===== config.mk =====
export PLATFORM = sky130hd
export DESIGN_NAME = conv_read_controller
export DESIGN_NICKNAME = d
export VERILOG_FILES = /design/src/rtl/conv_ctrl_pkg.sv /design/src/rtl/conv_marker_delay.sv /design/src/rtl/conv_read_controller.sv
export SDC_FILE = /design/constraint.sdc
export NUM_CORES = 1
export LEC_CHECK = 0
export BUFFER_PORTS_ARGS = -buffer_cell sky130_fd_sc_hd__buf_2
export CORE_AREA = 5 5 42 44
export DETAILED_ROUTE_END_ITERATION = 6
export DIE_AREA = 0 0 47 49
export SYNTH_ARGS = -nofsm -noshare
export SYNTH_HDL_FRONTEND = slang
export SYNTH_SLANG_ARGS = --single-unit
export TNS_END_PERCENT = 1

===== constraint.sdc =====
create_clock -name clk -period 1.53 [get_ports clk]
set_input_delay 0.0765 -clock clk [delete_from_list [all_inputs] [get_ports clk]]
set_output_delay 0.0765 -clock clk [all_outputs]
set_load 0.005 [all_outputs]

===== src/rtl/conv_ctrl_pkg.sv =====
// Shared definitions for the convolution read controller: FSM state encoding,
// default MAC pipeline latency and a counter-width helper.
package conv_ctrl_pkg;

    localparam int DEFAULT_PIPE_LATENCY = 2;

    typedef enum logic [2:0] {
        ST_IDLE  = 3'd0,
        ST_CLEAR = 3'd1,
        ST_READ  = 3'd2,
        ST_DRAIN = 3'd3,
        ST_DONE  = 3'd4
    } ctrl_state_e;

    // Bits needed to count 0..n-1, never less than one.
    function automatic int cnt_bits(input int n);
        return (n > 1) ? $clog2(n) : 1;
    endfunction

endpackage


===== src/rtl/conv_marker_delay.sv =====
// Stallable delay line carrying {window-start, window-end} markers alongside
// the MAC pipeline so they emerge aligned with the matching product.
module conv_marker_delay #(
    parameter int DEPTH = 2
) (
    input  logic       clk,
    input  logic       rst,
    input  logic       en,
    input  logic [1:0] din,
    output logic [1:0] dout
);

    logic [DEPTH-1:0][1:0] stage_q;
    logic [DEPTH-1:0][1:0] stage_d;

    always_comb begin
        stage_d = stage_q;
        if (en) begin
            stage_d[0] = din;
            for (int i = 1; i < DEPTH; i++) begin
                stage_d[i] = stage_q[i-1];
            end
        end
    end

    always_ff @(posedge clk or negedge rst) begin
        if (!rst) begin
            stage_q <= '0;
        end else begin
            stage_q <= stage_d;
        end
    end

    assign dout = stage_q[DEPTH-1];

endmodule


===== src/rtl/conv_read_controller.sv =====
// Read controller for one convolution pass: clears the address generator, issues
// reads, aligns accumulator clear / OFMap write with the MAC output and drains.
// Define CONV_CTRL_PERF_EN to add saturating stall/busy performance counters.
module conv_read_controller
    import conv_ctrl_pkg::*;
#(
    parameter int PIPE_LATENCY = DEFAULT_PIPE_LATENCY,
    parameter int CNT_WIDTH    = 16
) (
    input  logic clk,
    input  logic rst,
    input  logic start,
    input  logic window_ready,
    input  logic ofmap_full,
    input  logic co_pipe,
    input  logic at_end_data,
    output logic clr_addr,
    output logic read_data,
    output logic stall,
    output logic valid_end,
    output logic acc_clr,
    output logic ofmap_wen,
    output logic busy,
    output logic done
`ifdef CONV_CTRL_PERF_EN
    ,
    output logic [CNT_WIDTH-1:0] stall_cycles,
    output logic [CNT_WIDTH-1:0] busy_cycles
`endif
);

    localparam int DW = cnt_bits(PIPE_LATENCY);
    localparam logic [DW-1:0] DRAIN_LAST = DW'(PIPE_LATENCY - 1);

    ctrl_state_e   state_q, state_d;
    logic          first_q, first_d;
    logic [DW-1:0] drain_cnt_q, drain_cnt_d;
    logic          issue, win_end, win_start;
    logic [1:0]    marker_out;

    assign clr_addr  = (state_q == ST_CLEAR);
    assign read_data = (state_q == ST_READ);
    assign busy      = (state_q == ST_CLEAR) || (state_q == ST_READ) || (state_q == ST_DRAIN);
    assign done      = (state_q == ST_DONE);
    assign valid_end = read_data & window_ready;
    assign stall     = ((state_q == ST_READ) || (state_q == ST_DRAIN)) &
                       (ofmap_full | (read_data & ~window_ready));

    assign issue     = read_data & ~stall;
    assign win_end   = issue & co_pipe;
    assign win_start = issue & first_q;

    // first_q flags that the next issue opens a new window.
    always_comb begin
        state_d     = state_q;
        first_d     = first_q;
        drain_cnt_d = '0;
        case (state_q)
            ST_IDLE: begin
                if (start) state_d = ST_CLEAR;
            end
            ST_CLEAR: begin
                first_d = 1'b1;
                state_d = ST_READ;
            end
            ST_READ: begin
                if (issue) first_d = co_pipe;
                if (win_end && at_end_data) state_d = ST_DRAIN;
            end
            ST_DRAIN: begin
                drain_cnt_d = drain_cnt_q;
                if (!stall) begin
                    if (drain_cnt_q == DRAIN_LAST) begin
                        state_d = ST_DONE;
                    end else begin
                        drain_cnt_d = drain_cnt_q + DW'(1);
                    end
                end
            end
            ST_DONE: begin
                state_d = ST_IDLE;
            end
            default: begin
                state_d = ST_IDLE;
            end
        endcase
    end

    always_ff @(posedge clk or negedge rst) begin
        if (!rst) begin
            state_q     <= ST_IDLE;
            first_q     <= 1'b0;
            drain_cnt_q <= '0;
        end else begin
            state_q     <= state_d;
            first_q     <= first_d;
            drain_cnt_q <= drain_cnt_d;
        end
    end

    conv_marker_delay #(
        .DEPTH (PIPE_LATENCY)
    ) u_marker_delay (
        .clk  (clk),
        .rst  (rst),
        .en   (~stall),
        .din  ({win_start, win_end}),
        .dout (marker_out)
    );

    // A write held back by a stall stays in the last stage and fires once it clears.
    assign acc_clr   = marker_out[1];
    assign ofmap_wen = marker_out[0] & ~stall;

`ifdef CONV_CTRL_PERF_EN
    logic [CNT_WIDTH-1:0] stall_cnt_q, stall_cnt_d;
    logic [CNT_WIDTH-1:0] busy_cnt_q, busy_cnt_d;

    // CLEAR restarts both counters and is itself the first busy cycle.
    always_comb begin
        stall_cnt_d = stall_cnt_q;
        busy_cnt_d  = busy_cnt_q;
        if (state_q == ST_CLEAR) begin
            stall_cnt_d = '0;
            busy_cnt_d  = CNT_WIDTH'(1);
        end else begin
            if (busy && !(&busy_cnt_q)) busy_cnt_d = busy_cnt_q + CNT_WIDTH'(1);
            if (stall && !(&stall_cnt_q)) stall_cnt_d = stall_cnt_q + CNT_WIDTH'(1);
        end
    end

    always_ff @(posedge clk or negedge rst) begin
        if (!rst) begin
            stall_cnt_q <= '0;
            busy_cnt_q  <= '0;
        end else begin
            stall_cnt_q <= stall_cnt_d;
            busy_cnt_q  <= busy_cnt_d;
        end
    end

    assign stall_cycles = stall_cnt_q;
    assign busy_cycles  = busy_cnt_q;
`else
    localparam int cnt_width_unused = CNT_WIDTH;
`endif

endmodule


After elaboration in Yosys (flattened, before gate mapping)
Cells that the tools add are included.
- flip-flop bits (word level): 9
- word-level logic and storage cells: 43
- input port bits: 7
- reduce and logical (&&, ||, !) cells: 8
- bitwise operators: 10
- $add $sub $neg: 1
- multiplexer cells: 10
- eq/ne operators: 9
- operators by type and width (kind ; count):
    two-way mux 3 bit ; 4
    one-hot mux 3 bit (4 select lines) ; 1
    AND 1 bit ; 7
    == test 3 x 2 -> 1 bit, second input constant ; 2
    != test 2 bit, second input constant ; 3
    two-way mux 1 bit ; 4
    != test 2 x 1 -> 1 bit, second input constant ; 2
    AND reduction 4 bit ; 1
    == test 3 x 1 -> 1 bit, second input constant ; 1
    == test 3 bit, second input constant ; 1
    logical NOT 3 bit ; 1
    logical OR 1 bit ; 3
    inverter 1 bit ; 2
    one-hot mux 1 bit (2 select lines) ; 1
    AND reduction 2 bit ; 1
    nonzero test 2 bit ; 1
    adder 1 bit, second input constant ; 1
    logical AND 1 bit ; 1
    bitwise OR 1 bit ; 1

Logic depth before layout (Yosys ltp)
Gate-level depths: netlist of run 1.
- word-level depth: 10
- mapped depth: 3

Cells and area by module
From an unflattened synthesis of run 1, not the netlist that was laid out.
- cells, all modules: 45
- area total of the unflattened synthesis: 476.7 um2
- by module, submodules not included (module ; sequential area each (um2) ; area each (um2) ; times used ; cells an instance):
    conv_read_controller ; 125.1 ; 316.6 ; 1 ; 35
    conv_marker_delay ; 100.1 ; 160.2 ; 1 ; 10

Least setup slack after synthesis of run 1
Ideal clock, no wire load.
- kind: register to register
- start point: register state_q[2]
- end point: register u_marker_delay.stage_q (netlist bit u_marker_delay.dout[0])
- slack: 0.386 ns
- data required time: 1.405 ns
- stages on the path, launching flop included: 4
- arrival time: 1.019 ns
- period minus slack after synthesis: 1.144 ns
- path buffers: 0
- cells stage by stage: dfrtp_1 -> and2b_4 -> o21ai_4 -> mux2_4
- word-level cells in the longest chain between the ends: 4
- elaborated cells on any way between the ends: 6
- those cells by class: eq/ne: 2; bitwise: 3; reduce/logical: 1
- RTL lines (element ; RTL line ; source):
    from (decl) ; conv_read_controller.sv:35 ; ctrl_state_e state_q, state_d;
    from (signal assigned) ; conv_read_controller.sv:95 ; state_q <= state_d;
    == test 3 x 2 -> 1 bit ; conv_read_controller.sv:42, conv_read_controller.sv:46 ;
    AND 1 bit ; conv_read_controller.sv:47 ; (ofmap_full | (read_data & ~window_ready));
    bitwise OR 1 bit ; conv_read_controller.sv:47 ;
    AND 1 bit * ; conv_read_controller.sv:46 ; assign stall = ((state_q == ST_READ) || (state_q == ST_DRAIN)) &
    to (signal assigned) ; conv_marker_delay.sv:30 ; stage_q <= stage_d;
    to (decl) ; conv_marker_delay.sv:13 ; logic [DEPTH-1:0][1:0] stage_q;
Every way passes the cells marked *; elsewhere a longest branch is shown, timed or not.
A chain may end at the register's enable or synchronous reset.

Final worst setup path of run 1
- start point: register state_q[2]
- end point: output port ofmap_wen
- word-level cells in the longest chain between the ends: 6
- elaborated cells on any way between the ends: 8
- those cells by class: eq/ne: 2; bitwise: 5; reduce/logical: 1
- RTL lines (element ; RTL line ; source):
    == test 3 x 2 -> 1 bit ; conv_read_controller.sv:42, conv_read_controller.sv:46 ;
    AND 1 bit ; conv_read_controller.sv:47 ;
    bitwise OR 1 bit ; conv_read_controller.sv:47 ;
    AND 1 bit * ; conv_read_controller.sv:46 ;
    inverter 1 bit * ; conv_read_controller.sv:113 ; assign ofmap_wen = marker_out[0] & ~stall;
    AND 1 bit * ; conv_read_controller.sv:113 ;
    to (decl) ; conv_read_controller.sv:22 ; output logic ofmap_wen,
Marks and branches as above.

==> results.py, run 1 <==
metrics = {
    "status": {
        "status": "complete, no violations",
    },
    "pwr": {
        "p_per_area_nw_per_um2": 1550,
        "ir_drop_uv": 888,
        "leakagePower_nw": 0.288,
    },
    "cells_and_area": {
        "layout-drive-gt1-share": 0.375,
        "diodes": 0,
        "fillers": 154,
        "area_growth_pct": 27.4,
        "stdcell_count": 80,
        "nets": 72,
    },
    "clock_tree": {
        "cts_max_level": 1,
        "cts_made_buffers": 3,
        "clock-sinks": 9,
        "cts_resized": 0,
        "hold_buffers": 1,
        "cts_tree": "yes",
        "clock-root-buffer": "clkbuf_4",
        "post_cts_buffers": 0,
        "clk_path_buf_depth": 2,
        "clk_latency_ns": 0.26,
        "clk_pin_slew_ns": 0.06,
    },
    "route": {
        "dr.pass1.iters": 4,
        "wl_per_cell_um": 12.1,
        "num_vias": 393,
        "drt_wl_total_um": 964,
        "first_iter_violations": 11,
        "final_antenna_net_count": 0,
        "viasPerCell": 4.91,
        "drc": 0,
    },
    "yosys": {
        "ys_types": 22,
        "ys_seq_area_frac": 0.489,
        "netlist.area_leader.share": 0.489,
        "synthFlopType": "dfrtp_1",
        "synth_edf_count": 0,
        "synth.net_count": 52,
        "post-synth-top-area-cell": "dfrtp_1",
        "synth_seq_cells": 9,
        "yosysWarningCount": 0,
        "netlist_area_um2": 460,
        "postSynthAreaPerCell_um2": 10.2,
        "synth_commonest_cells": "9 x dfrtp_1, 4 x a21oi_1, 4 x nand2_1, 4 x nor2_1",
        "synth_most_common_cell": "dfrtp_1",
        "synthTopCellsByArea": "dfrtp_1 49%, mux2_4 6.5%, a21oi_1 4.3%",
        "async_flop_share": 1.00,
        "syn_inst": 45,
    },
    "grt": {
        "grt_pass1_wl_um": 1650,
        "grt_usage": 0.0996,
        "grt_pass1_vias": 390,
        "grt_overflow": 0,
        "grt_max_degree": 10,
        "antenna_found_initial": 0,
    },
    "sta": {
        "fin_setup_tns_ns": 0,
        "period_share": 0.907,
        "slew_viol_final": 0,
        "grt_setup_unrepaired": "false",
        "worst_pin_slew_ns": 0.286,
        "finClkSkew_ns": 0.00590,
        "max_clock_freq_mhz": 721,
        "slew_headroom": 0.809,
        "hold_viol_final": 0,
        "holdWs_ns": 0.0989,
        "setup_viol": 0,
        "min_period_ns": 1.39,
    },
    "placement": {
        "dp_hpwl_um": 774,
        "routabilityCongestion": 0.682,
        "placedCellCount": 75,
        "port_buffers": 14,
    },
    "min_path": {
        "min_path_type": "in2reg",
    },
    "setup_path": {
        "arrival_ns": 1.31,
        "cp_max_fo": 6,
        "start_kind": "register",
        "path_cells": "and2b_4 -> o21ai_4 -> and2_1 -> buf_2",
        "crit_path_end_kind": "primary output",
        "path_buf_inv": 1,
        "crit_family": "simple AND/OR/NAND/NOR gates",
        "cpPeakStageDelay_ns": 0.41,
        "crit_required_ns": 1.45,
        "slowest_stage": "dfrtp_1",
        "criticalPathCategory": "reg2out",
    },
    "run": {
        "drv_cap": 0,
    },
    "floorplanning": {
        "placementRows": 14,
        "start_util": 0.329,
        "io_pins": 15,
        "die_w_um": 47,
        "die_area_um2": 2300,
        "fp.dieH_um": 49,
        "coreArea_um2": 1400,
    },
}
-- stage by stage --
step	cell area (um2)	setup slack [ns]	power [mW]	utilization
6_report	587	0.143	0.910	0.419
5_1_grt	587	0.0654	0.983	0.419
4_1_cts	587	0.126	0.929	0.419
3_5_place_dp	551	0.338	0.742	0.393
3_3_place_gp	551	0.360	0.732	0.393
2_1_floorplan	460	0.386	0.617	-
-- worst reg2reg max path, delay by kind of cell (launching register included) --
family             cells  cell delay (ns)
DFF                    1             0.41
muxes                  1             0.30
and+or+nand+nor        1             0.29
AOI/OAI and AO/OA      1             0.08
-- path summary, 6_finish.rpt --
| kind | startpoint | end | slack, ns | depth (start not counted) |
|---|---|---|---|---|
| max | state_q[2]$_DFFE_PN0P_ | ofmap_wen | 0.14 | 4 |
| min | start | state_q[0]$_DFFE_PN0P_ | 0.1 | 3 |
| max reg2reg | state_q[2]$_DFFE_PN0P_ | u_marker_delay.dout[1]$_DFFE_PN0N_ | 0.34 | 3 |
| min reg2reg | state_q[2]$_DFFE_PN0P_ | state_q[0]$_DFFE_PN0P_ | 0.49 | 1 |
| max in group asynchronous | rst | u_marker_delay.stage_q[1]$_DFFE_PN0N_ | 1.14 | 2 |
| min in group asynchronous | rst | state_q[0]$_DFFE_PN0P_ | 0.20 | 2 |
-- cell families after synthesis --
family | synth area share
simple gates | 0.264
compound gates | 0.166
flops | 0.489
mux | 0.0652
buf+inv | 0.0163
-- sequential cells by signal (all words and copies together), names as in the netlist --
register,count
u_marker_delay.stage_q,2
drain_cnt_q,1
u_marker_delay.dout,2
state_q,3
first_q,1
-- layout make-up --
cell class	instances	area, um2	area share
flip-flops and latches	9	225	0.384
repair buffers	15	80.1	0.136
clock buffers	4	26.3	0.0448
inverters	2	7.51	0.0128
well taps	16	20.0	0.0341
multi-input cells	34	228	0.388
-- layout by cell type (no fill, tap or decap) --
cell,count
o21ai_1,1
nor3b_1,1
o31a_1,1
a32oi_1,2
and3_1,2
clkbuf_1,1
nor2_1,4
nand2_1,4
o21ai_4,1
nand2b_1,1
nor3_1,1
and2_1,2
nand3_1,1
a21oi_1,4
clkbuf_4,3
inv_1,2
dlygate4sd3_1,1
nand4_1,1
nor2_2,2
nor2b_1,1
and2_2,1
a2bb2oi_1,1
mux2_4,2
and2b_4,1
buf_2,14
dfrtp_1,9
-- power breakdown --
group / total, mW / switching (mW) / internal (mW)
logic: 0.343 / 0.161 / 0.182
clock network: 0.179 / 0.0786 / 0.100
registers: 0.388 / 0.0711 / 0.317
-- per-layer routing --
metal | up-vias | track usage | wire length, um | share of wire
li1 | 199 | - | - | -
met1 | 182 | 0.111 | 405 | 0.42
met2 | 10 | 0.156 | 473 | 0.49
met3 | 2 | 0.0590 | 69 | 0.072
met4 | 0 | 0.0276 | 15 | 0.016
met5 | - | 0 | 0 | 0
Note: power is estimated with default switching activity, not from simulation.
==> inputs of run 2 (changes only) <==
--- a/config.mk
+++ b/config.mk
@@ -7,8 +7,10 @@
 export LEC_CHECK = 0
 export BUFFER_PORTS_ARGS = -buffer_cell sky130_fd_sc_hd__buf_2
 export CORE_AREA = 5 5 42 44
+export CTS_CLUSTER_DIAMETER = 150
 export DETAILED_ROUTE_END_ITERATION = 6
 export DIE_AREA = 0 0 47 49
+export PLACE_DENSITY = 0.67
 export SYNTH_ARGS = -nofsm -noshare
 export SYNTH_HDL_FRONTEND = slang
 export SYNTH_SLANG_ARGS = --single-unit
==> results.py, run 2 (synthesis gave the netlist of run 1 again) <==
metrics = {
    "grt": {
        "grtUsageMet2": 0.152,
        "met3_usage": 0.0443,
        "grt_pass1_wl_um": 1670,
        "antenna_found_initial": 0,
        "grt_overflow": 0,
        "grt_pass1_vias": 386,
        "grt_max_degree": 10,
        "grt_usage": 0.107,
        "busiest_layer": "met2",
        "use_met1": 0.120,
    },
    "clock_tree": {
        "clk_pin_slew_ns": 0.06,
        "cts_made_buffers": 3,
        "clk_latency_ns": 0.27,
        "clk_path_buf_depth": 2,
        "clock-sinks": 9,
        "cts_max_level": 1,
        "cts_tree": "yes",
        "clock-root-buffer": "clkbuf_4",
        "post_cts_buffers": 0,
    },
    "sta": {
        "grt_setup_unrepaired": "false",
        "finClkSkew_ns": 0.00304,
        "max_clock_freq_mhz": 707,
        "fin_setup_tns_ns": 0,
        "slew_headroom": 0.834,
        "hold_viol_final": 0,
        "period_share": 0.924,
        "setup_viol": 0,
        "slew_viol_final": 0,
        "worst_pin_slew_ns": 0.248,
        "min_period_ns": 1.41,
    },
    "pwr": {
        "ir_drop_uv": 458,
        "leakagePower_nw": 0.288,
        "p_per_area_nw_per_um2": 1580,
        "finalPower_mw": 0.929,
    },
    "route": {
        "first_iter_violations": 9,
        "viasPerCell": 4.84,
        "num_vias": 387,
        "dr.pass1.iters": 4,
        "drc": 0,
        "drt_wl_total_um": 1050,
        "wl_per_cell_um": 13.2,
        "final_antenna_net_count": 0,
    },
    "placement": {
        "routabilityCongestion": 0.728,
        "port_buffers": 14,
        "dp_hpwl_um": 817,
    },
    "min_path": {
        "min_path_type": "in2reg",
    },
    "cells_and_area": {
        "largest_reg_flops": 3,
        "largest-register": "state_q",
        "area_growth_pct": 27.4,
        "layout_common_cells": "14 x buf_2, 9 x dfrtp_1, 4 x nor2_1, 4 x nand2_1, 4 x a21oi_1",
        "diodes": 0,
        "final_common_cell": "buf_2",
        "layout-drive-gt1-share": 0.375,
        "nets": 72,
    },
    "floorplanning": {
        "placementRows": 14,
        "coreArea_um2": 1400,
        "fp.dieH_um": 49,
        "io_pins": 15,
        "start_util": 0.329,
        "die_w_um": 47,
        "die_area_um2": 2300,
    },
    "setup_path": {
        "crit_path_end_kind": "primary output",
        "arrival_ns": 1.34,
        "start_kind": "register",
        "cp_max_fo": 6,
        "criticalPathCategory": "reg2out",
        "crit_required_ns": 1.45,
    },
    "run": {
        "drv_cap": 0,
    },
    "status": {
        "status": "complete, no violations",
    },
}
## run 2: cell counts in the layout (fill, tap and decap cells not counted)
No cell type changed its count.
## run 2: metal layers
layer	vias to the layer above	part of all wire
li1	197	-
met1	179	0.47
met2	9	0.45
met3	2	0.067
met4	0	0.013
met5	-	0
## run 2: metrics by stage
stage,utilization,instances,hold slack [ns],cell area (um2),worst slack (ns)
CTS,0.419,80,0.0881,587,0.117
floorplan,-,45,-0.219,460,0.386
global placement,0.393,75,-0.0584,551,0.362
finish,0.419,80,0.0889,587,0.116
detailed placement,0.393,75,-0.0590,551,0.321
global route,0.419,80,0.0906,587,0.0605
## run 2: worst max-delay path: stages, from the launching register on
cell	delay, ns
dfrtp_1	0.42
and2b_4	0.30
o21ai_4	0.08
and2_1	0.16
buf_2	0.12
## run 2: repair_timing
item,in CTS,in global routing
hold endpoints to repair,9,0
endpoints found under the setup margin,0,0
hold buffers,1,0
resized for setup,0,0
## run 2: path summary, 6_finish.rpt
kind,start,depth (start not counted),slack [ns],to
worst min-delay path,co_pipe,3,0.09,first_q$_DFFE_PN0P_
worst max-delay path,state_q[2]$_DFFE_PN0P_,4,0.12,ofmap_wen
worst min register to register,u_marker_delay.dout[0]$_DFFE_PN0N_,1,0.51,u_marker_delay.dout[0]$_DFFE_PN0N_
worst max register to register,state_q[2]$_DFFE_PN0P_,3,0.31,u_marker_delay.dout[1]$_DFFE_PN0N_
min in group asynchronous,rst,2,0.18,first_q$_DFFE_PN0P_
max in group asynchronous,rst,2,1.17,state_q[0]$_DFFE_PN0P_
## run 2: power breakdown
part | switching [mW] | total (mW) | leakage (nW) | internal [mW]
clock | 0.0884 | 0.189 | 0.0150 | 0.101
sequential | 0.0734 | 0.390 | 0.114 | 0.317
combinational | 0.167 | 0.350 | 0.159 | 0.182
## run 2: final cells by class
cell class | instances | area [um2]
Clock buffer | 4 | 26.3
Fill cell | 150 | 815
Inverter | 2 | 7.51
Multi-Input combinational cell | 34 | 228
Sequential cell | 9 | 225
Tap cell | 16 | 20.0
Timing Repair Buffer | 15 | 80.1
